**src/rtl/shift_seq_ctrl.sv**
```systemverilog
`default_nettype none
// ---------------------------------------------------------------------------
// shift_seq_ctrl : serial 1-bit-per-clock shifter with Start/Done handshake,
//                  carry and sticky tracking.   rev 1.0
// ---------------------------------------------------------------------------
module shift_seq_ctrl #(
  parameter int W  = 8,
  parameter int CW = 4
) (
  input  logic          Clk,
  input  logic          Reset,
  input  logic          Start,
  input  logic          Dir,
  input  logic          Arith,
  input  logic [CW-1:0] Amount,
  input  logic [W-1:0]  DataIn,
  output logic [W-1:0]  DataOut,
  output logic          Carry,
  output logic          Sticky,
  output logic          Busy,
  output logic          Done
);

  localparam logic [1:0] S_IDLE  = 2'd0;
  localparam logic [1:0] S_SHIFT = 2'd1;
  localparam logic [1:0] S_DONE  = 2'd2;

  logic [1:0]    state_q,  state_d;
  logic [CW-1:0] cnt_q,    cnt_d;
  logic [W-1:0]  data_q,   data_d;
  logic          carry_q,  carry_d;
  logic          sticky_q, sticky_d;
  logic          dir_q,    dir_d;
  logic          arith_q,  arith_d;

  logic          shift_bit;
  logic [W-1:0]  shift_val;

  // Single-position step of the working register in the latched direction
  always_comb begin
    shift_bit = 1'b0;
    shift_val = data_q;
    if (dir_q) begin
      shift_bit = data_q[W-1];
      shift_val = {data_q[W-2:0], 1'b0};
    end else begin
      shift_bit = data_q[0];
      shift_val = {(arith_q ? data_q[W-1] : 1'b0), data_q[W-1:1]};
    end
  end

  always_comb begin
    state_d  = state_q;
    cnt_d    = cnt_q;
    data_d   = data_q;
    carry_d  = carry_q;
    sticky_d = sticky_q;
    dir_d    = dir_q;
    arith_d  = arith_q;
    case (state_q)
      S_IDLE, S_DONE: begin
        if (Start) begin
          data_d   = DataIn;
          dir_d    = Dir;
          arith_d  = Arith;
          cnt_d    = Amount;
          carry_d  = 1'b0;
          sticky_d = 1'b0;
          state_d  = (Amount != '0) ? S_SHIFT : S_DONE;
        end
      end
      S_SHIFT: begin
        data_d   = shift_val;
        carry_d  = shift_bit;
        sticky_d = sticky_q | shift_bit;
        cnt_d    = cnt_q - CW'(1);
        if (cnt_q == CW'(1)) begin
          state_d = S_DONE;
        end
      end
      default: state_d = S_IDLE;
    endcase
  end

  always_ff @(posedge Clk) begin
    if (Reset) begin
      state_q  <= S_IDLE;
      cnt_q    <= '0;
      data_q   <= '0;
      carry_q  <= 1'b0;
      sticky_q <= 1'b0;
      dir_q    <= 1'b0;
      arith_q  <= 1'b0;
    end else begin
      state_q  <= state_d;
      cnt_q    <= cnt_d;
      data_q   <= data_d;
      carry_q  <= carry_d;
      sticky_q <= sticky_d;
      dir_q    <= dir_d;
      arith_q  <= arith_d;
    end
  end

  assign DataOut = data_q;
  assign Carry   = carry_q;
  assign Sticky  = sticky_q;
  assign Busy    = (state_q == S_SHIFT);
  assign Done    = (state_q == S_DONE);

endmodule
`default_nettype wire
```
**config.mk**
```make
export PLATFORM = sky130hd
export DESIGN_NAME = shift_seq_ctrl
export DESIGN_NICKNAME = d
export VERILOG_FILES = /design/src/rtl/shift_seq_ctrl.sv
export SDC_FILE = /design/constraint.sdc
export NUM_CORES = 1
export LEC_CHECK = 0
export CORE_UTILIZATION = 25
export DETAILED_ROUTE_END_ITERATION = 6
export SLEW_MARGIN = 30
export SYNTH_ARGS = -nofsm -noshare
export SYNTH_HDL_FRONTEND = slang
export SYNTH_SLANG_ARGS = --single-unit
```
**constraint.sdc**
```tcl
create_clock -name Clk -period 1.7 [get_ports Clk]
set_input_delay 0.17 -clock Clk [delete_from_list [all_inputs] [get_ports Clk]]
set_output_delay 0.17 -clock Clk [all_outputs]
set_load 0.02 [all_outputs]
```
Word-level counts from Yosys, hierarchy flattened
Index checks and enable logic that the tools add are counted.
- input port bits: 17
- logic and storage cells: 38
- register bits after elaboration: 18
- mux-type cells: 14
- add/sub/neg operators: 1
- bitwise operators: 1
- eq/ne operators: 6
- reduce and logical (&&, ||, !) cells: 8
- operators with widths (cell ; number):
    2-to-1 mux 8 bit ; 2
    one-hot mux 8 bit (2 select lines) ; 1
    one-hot mux 4 bit (2 select lines) ; 1
    2-to-1 mux 2 bit ; 3
    AND reduction 2 bit ; 3
    equality test 4 x 1 -> 1 bit (second input constant) ; 1
    2-to-1 mux 4 bit ; 1
    one-hot mux 1 bit (2 select lines) ; 2
    one-hot mux 2 bit (2 select lines) ; 1
    nonzero test 4 bit ; 1
    subtractor 4 x 1 -> 4 bit (second input constant) ; 1
    2-to-1 mux 1 bit ; 3
    inequality test 3 bit (second input constant) ; 1
    AND reduction 3 bit ; 1
    equality test 2 x 1 -> 1 bit (second input constant) ; 1
    equality test 2 bit (second input constant) ; 1
    zero test 2 bit ; 1
    inequality test 2 x 1 -> 1 bit (second input constant) ; 1
    inequality test 2 bit (second input constant) ; 1
    nonzero test 2 bit ; 1
    OR reduction 2 bit ; 1
    OR 1 bit ; 1

Logic depth before layout (Yosys ltp)
Gate-level depths: netlist of run 1.
- depth after elaboration: 4
- gate-level depth with buffers: 5
- depth with buffers taken out: 5

Least setup slack after synthesis of run 1
No wires, ideal clock.
- kind: register -> register
- start point: register cnt_q[0]
- end point: register cnt_q[3]
- setup time: 0.074 ns
- arrival: 1.086 ns
- slack: 0.539 ns
- cell stages (with the launch flop): 4
- path buffers: 0
- cell sequence: dfxtp_1 -> or3_1 -> or3_1 -> a31oi_1
- cells in the longest elaborated chain, start to end: 2
- RTL lines (item ; RTL line ; RTL):
    start: declaration ; 29 ; logic [CW-1:0] cnt_q, cnt_d;
    start signal: assignment ; 96 ; cnt_q <= cnt_d;
    subtractor 4 x 1 -> 4 bit ; 76 ; cnt_d = cnt_q - CW'(1);
    one-hot mux 4 bit (2 select lines) ; 60 ; case (state_q)
Every way passes these cells.
A chain may end at the register's enable or synchronous reset.

Final worst setup path of run 1
- start point: register state_q[0]
- end point: output Done
- cells in the longest elaborated chain, start to end: 1
- RTL lines (item ; RTL line ; RTL):
    start: declaration ; 28 ; logic [1:0] state_q, state_d;
    start signal: assignment ; 95 ; state_q <= state_d;
    equality test 2 bit ; 109 ; assign Done = (state_q == S_DONE);
    end: declaration ; 21 ; output logic Done
Every way passes these cells.

==> qor.yml, run 1 <==
status: "finished, violations left"
violations: "DRC"
crit_chain: "nor2b_1 -> clkdlybuf4s50_1"
place_congestion: 0.710
r2r-end: "DataOut[7]"
syn-mean-instance-area_sq_um: 8.97
grt_antenna_before_repair: 0
synthXorXnorAreaFrac: 0
htreeDepth: 1
grt_max_degree: 24
drv_cap: 0
finalSetupViolations: 0
drc: 2
fin_nets: 157
mostFrequentLayoutCells: "clkdlybuf4s50_1, dfxtp_1, nand2_1, a21oi_1"
finClkSkew_ns: 0.00231
io_buffers: 28
hpwl_microns: 1690
synth_cell_type_count: 37
die_w_microns: 64.0
synth_compound_area_frac: 0.229
cp-end-kind: "primary output"
core-area_sq_mm: 0.00366
post-cts-setup-buffers: 0
wl_met3_microns: 83
ir_drop_mv: 0.461
rows: 22
clk_latency_ns: 0.25
n_antenna_cell: 0
die_h_microns: 64.0
worstPathMaxFanout: 5
cp-start-kind: "flop"
critPathRequiredTime_ns: 1.53
power.density_mw_per_mm2: 861
grt_pass1_wl_microns: 3930
timing.final.crit_share: 0.871
power_mw: 1.13
synthMuxAreaShare: 0.0639
cts_max_path_buffers: 2
fin_ws_ns: 0.219
final_hold_viol_count: 0
drive_gt1_frac: 0.110
rsz0062_at_grt: "no"
start_util: 0.262
die-area_sq_mm: 0.00409
io_pins: 29
min_to: "arith_q"
worst_r2r_startpoint: "dir_q"
cts_tree: "yes"
layout_min_cycle_time_ns: 1.48
drtIter0Drc: 69
via_count: 905
netlist_area_sq_um: 960
layout_commonest_cell: "clkdlybuf4s50_1"
ant_nets: 0
syn_inst: 107
numClockSinks: 18
hold_path.class: "flop to flop"
wl_met1_microns: 1110
grtUsageTotal: 0.119
cellLeakagePower_nw: 0.506
critPathSlowestCell: "clkdlybuf4s50_1"
dp_slack_ns: 0.211
hp-start: "arith_q"
top_layer_used: "met3"
grt_overflow: 0
drv_slew: 0
crit_type: "flop to primary output"
max_stage_delay_ns: 0.60
max_freq_mhz: 675
synth_nets: 126
cts_buffers: 3
syn_to_final_growth_pct: 36.9
path_buf_inv: 1
synth-adder-area-share: 0.0261
drt-total-wl_microns: 2290
ff2ff_setup_slack_ns: 0.41
first_pass_iters: 6
fill_cells: 365
fin_setup_tns_ns: 0
cp_top_family: "buffers and inverters"
maxSlewHeadroom: 0.664
synth_top_family_by_area: "compound AO/OA/AOI/OAI gates"
tightest_slew_ns: 0.503
vias_per_cell: 4.92
r2r_cells: 3
grt_pass1_vias: 895
synth-simple-area-share: 0.206
route.met2.wl_microns: 1100
wire_per_inst_microns: 12.5
synth-seq-cells: 18
whs_path_depth: 2
root_buffer: "clkbuf_8"
clkSlewWorstSetupHoldPaths_ns: 0.06
yosysSeqAreaShare: 0.375
yosysWarnings: 0
crit_arrival_ns: 1.31
## worst max-delay path by stage
stage,startpoint,endpoint,depth (start not counted)
after detailed placement,Start,DataOut[4],5
after global placement,Start,DataOut[1],5
after CTS,state_q[0],Busy,3
final,state_q[0],Done,2
after floorplan,cnt_q[0],cnt_q[3],3
after global routing,state_q[0],Done,2
## what timing repair did
action                                 in CTS  in global routing
endpoints found under the hold margin       0                  0
hold buffers                                0                  0
setup endpoints to repair                   0                  1
gates resized for setup                     0                  1
## where the power goes
group          leakage, nW  internal (mW)  switching [mW]
Combinational        0.336          0.171           0.159
Sequential           0.148          0.466          0.0461
Clock               0.0216          0.157           0.131
Total                0.506          0.794           0.337
## sequential cells by signal, summed over array words and instances (netlist names)
register,count
Carry,1
DataOut,8
Sticky,1
arith_q,1
cnt_q,4
dir_q,1
state_q,2
## metrics by stage
step,hold slack (ns),util,std cells,cell area (sq um)
after floorplan,0.306,-,107,960
after global placement,0.440,0.347,181,1270
after detailed placement,0.449,0.347,181,1270
after CTS,0.457,0.358,184,1310
after global routing,0.479,0.359,184,1310
final,0.453,0.359,184,1310
## cells by family after synthesis
group / after synthesis
AND/OR/NAND/NOR: 37
AO/OA/AOI/OAI: 31
flip-flops: 18
buffers and inverters: 13
multiplexers: 6
adder cells (fa/ha/maj): 2
## layout make-up
cell class	count	area, sq um	share of cell area
clock buffers	3	41.3	0.0314
inverters	5	20.0	0.0152
multi-input cells	76	504	0.384
flip-flops and latches	18	360	0.274
well taps	48	60.1	0.0457
repair buffers	34	328	0.250
## synth_stat cells (all sizes together)
library cell	count	share of area
nand2	13	0.051
a22oi	2	0.016
inv	4	0.016
a221oi	5	0.052
clkbuf	1	0.014
nor4	1	0.0065
clkinv	1	0.0052
o22ai	1	0.0065
nor3b	1	0.0078
mux2i	5	0.052
mux2	1	0.012
nand2b	7	0.048
ha	2	0.026
or3b	1	0.0091
dfxtp	18	0.38
a31oi	3	0.020
o22a	1	0.0091
nor3	2	0.010
o21ai	1	0.0052
buf	7	0.064
nand3	4	0.021
o211ai	1	0.0078
o211a	2	0.021
a32oi	1	0.0091
a21o	1	0.0078
a311oi	2	0.018
nor2	1	0.0039
or3	3	0.020
a21oi	11	0.057
nor2b	4	0.029
## metal layers
metal	vias to the layer above	GRT usage
li1	445	-
met4	0	0.0199
met3	0	0.0321
met1	438	0.152
met2	22	0.202
met5	-	0
## worst min-delay path: stages (launching register included)
cell and delay, ns:
dfxtp_1 0.30, nand2_1 0.05, a21oi_1 0.05
No activity file was read; power rests on OpenSTA's default activity.
==> run 2: changes to the inputs <==
- CORE_UTILIZATION: 25 -> 49
- PLACE_DENSITY: unset -> 0.83
==> run 2 against run 1 <==
Compared with the run above:
- the flow now finishes without violations
- final cell count shrank 14%
- via count is 3.1% lower
- critical path depth stayed put
- combinational power is 2% lower
- clock power decreased by 27%
- sequential share of layout area is 1.3 points higher
==> qor.yml, run 2 (same netlist as run 1, synthesis figures left out) <==
ant_nets: 0
cp-end-kind: "primary output"
start_util: 0.538
drc: 0
first_pass_iters: 4
cts_buffers: 3
fin_setup_tns_ns: 0
worstPathMaxFanout: 5
drtIter0Drc: 23
drv_slew: 0
finalSetupViolations: 0
via_count: 877
r2r-end: "DataOut[7]"
htreeDepth: 1
rows: 15
grt_overflow: 0
ff2ff_setup_slack_ns: 0.38
grt_antenna_before_repair: 0
wire_per_inst_microns: 13.8
ir_drop_mv: 0.555
power.density_mw_per_mm2: 836
drv_cap: 0
cp-start-kind: "flop"
stdcell_count: 158
cts_max_path_buffers: 2
syn_to_final_growth_pct: 30.5
dp.cells: 155
multi_input_area_sq_um: 504
fill_cells: 153
final_hold_viol_count: 0
finClkSkew_ns: 0.00241
root_buffer: "clkbuf_4"
maxSlewHeadroom: 0.667
die-area_sq_mm: 0.00214
max_freq_mhz: 654
max_stage_delay_ns: 0.60
grtUsageTotal: 0.238
vias_per_cell: 5.55
clk_latency_ns: 0.29
worst_r2r_startpoint: "dir_q"
r2r_cells: 3
rsz0062_at_grt: "no"
crit_type: "flop to primary output"
post-cts-setup-buffers: 0
die_h_microns: 46.3
fin_nets: 154
path_buf_inv: 1
grt_pass1_vias: 830
drive_gt1_frac: 0.0902
core-area_sq_mm: 0.00178
cts_tree: "yes"
io_pins: 29
min_to: "arith_q"
cellLeakagePower_nw: 0.477
critPathRequiredTime_ns: 1.53
cp_top_family: "buffers and inverters"
layout_commonest_cell: "clkdlybuf4s50_1"
timing.final.crit_share: 0.899
seqCellArea_sq_um: 360
mostFrequentLayoutCells: "clkdlybuf4s50_1, dfxtp_1, nand2_1, a21oi_1, nand2b_1"
io_buffers: 28
die_w_microns: 46.3
clkSlewWorstSetupHoldPaths_ns: 0.10
n_antenna_cell: 0
grt_max_degree: 24
crit_arrival_ns: 1.36
tightest_slew_ns: 0.499
whs_path_depth: 3
status: "complete, no violations"
grt_pass1_wl_microns: 3610
numClockSinks: 18
crit_chain: "nor2b_1 -> clkdlybuf4s50_1"
largest_reg_flops: 8
hold_path.class: "primary input to flop"
hp-start: "Arith"
place_congestion: 0.760
layout_min_cycle_time_ns: 1.53
drt-total-wl_microns: 2180
hpwl_microns: 1560
critPathSlowestCell: "clkdlybuf4s50_1"
## run 2: worst reg2reg max path: stages (launching register included)
cell and delay, ns:
dfxtp_1 0.65, nor2b_1 0.13, o211a_1 0.23, a311oi_1 0.23
## run 2: routing by layer
metal / wire (microns) / track usage / vias up
met4: 12 / 0.0706 / 0
met1: 1010 / 0.303 / 411
li1: - / - / 439
met5: 0 / 0 / -
met3: 95 / 0.0471 / 2
met2: 1070 / 0.400 / 25
## run 2: where the power goes
group / internal (mW) / switching [mW]
Combinational: 0.168 / 0.157
Clock: 0.0823 / 0.127
Sequential: 0.465 / 0.0476
## run 2: cell type report
cell class / count / share of cell area
flip-flops and latches: 18 / 0.288
multi-input cells: 76 / 0.403
well taps: 25 / 0.0250
repair buffers: 31 / 0.251
clock buffers: 3 / 0.0180
inverters: 5 / 0.0160
## run 2: how the worst max path moves through the flow
stage	from	slack (ns)	endpoint	cells after the start
floorplan	cnt_q[0]	0.54	cnt_q[3]	3
global placement	Start	0.25	DataOut[7]	4
detailed placement	Start	0.15	DataOut[3]	5
CTS	state_q[0]	0.16	Done	2
global route	state_q[1]	0.07	Done	2
finish	state_q[0]	0.17	Done	2
## run 2: repair_timing
action / in CTS / in global routing
gates resized for setup: 1 / 0
endpoints found under the setup margin: 1 / 0
hold buffers: 0 / 0
## run 2: per-stage QoR
stage,power [mW],setup slack (ns),cell area (sq um),util,hold WS (ns)
2_1_floorplan,0.724,0.539,960,-,0.306
3_3_place_gp,0.838,0.246,1230,0.691,0.441
3_5_place_dp,0.849,0.145,1230,0.691,0.463
4_1_cts,1.05,0.164,1250,0.702,0.429
5_1_grt,1.11,0.0666,1250,0.702,0.451
6_report,1.05,0.172,1250,0.702,0.439
==> run 3: changes to the inputs <==
- TNS_END_PERCENT: unset -> 50
==> results of run 3 <==
Final layout, timing and power as in run 2 (identical DEF).
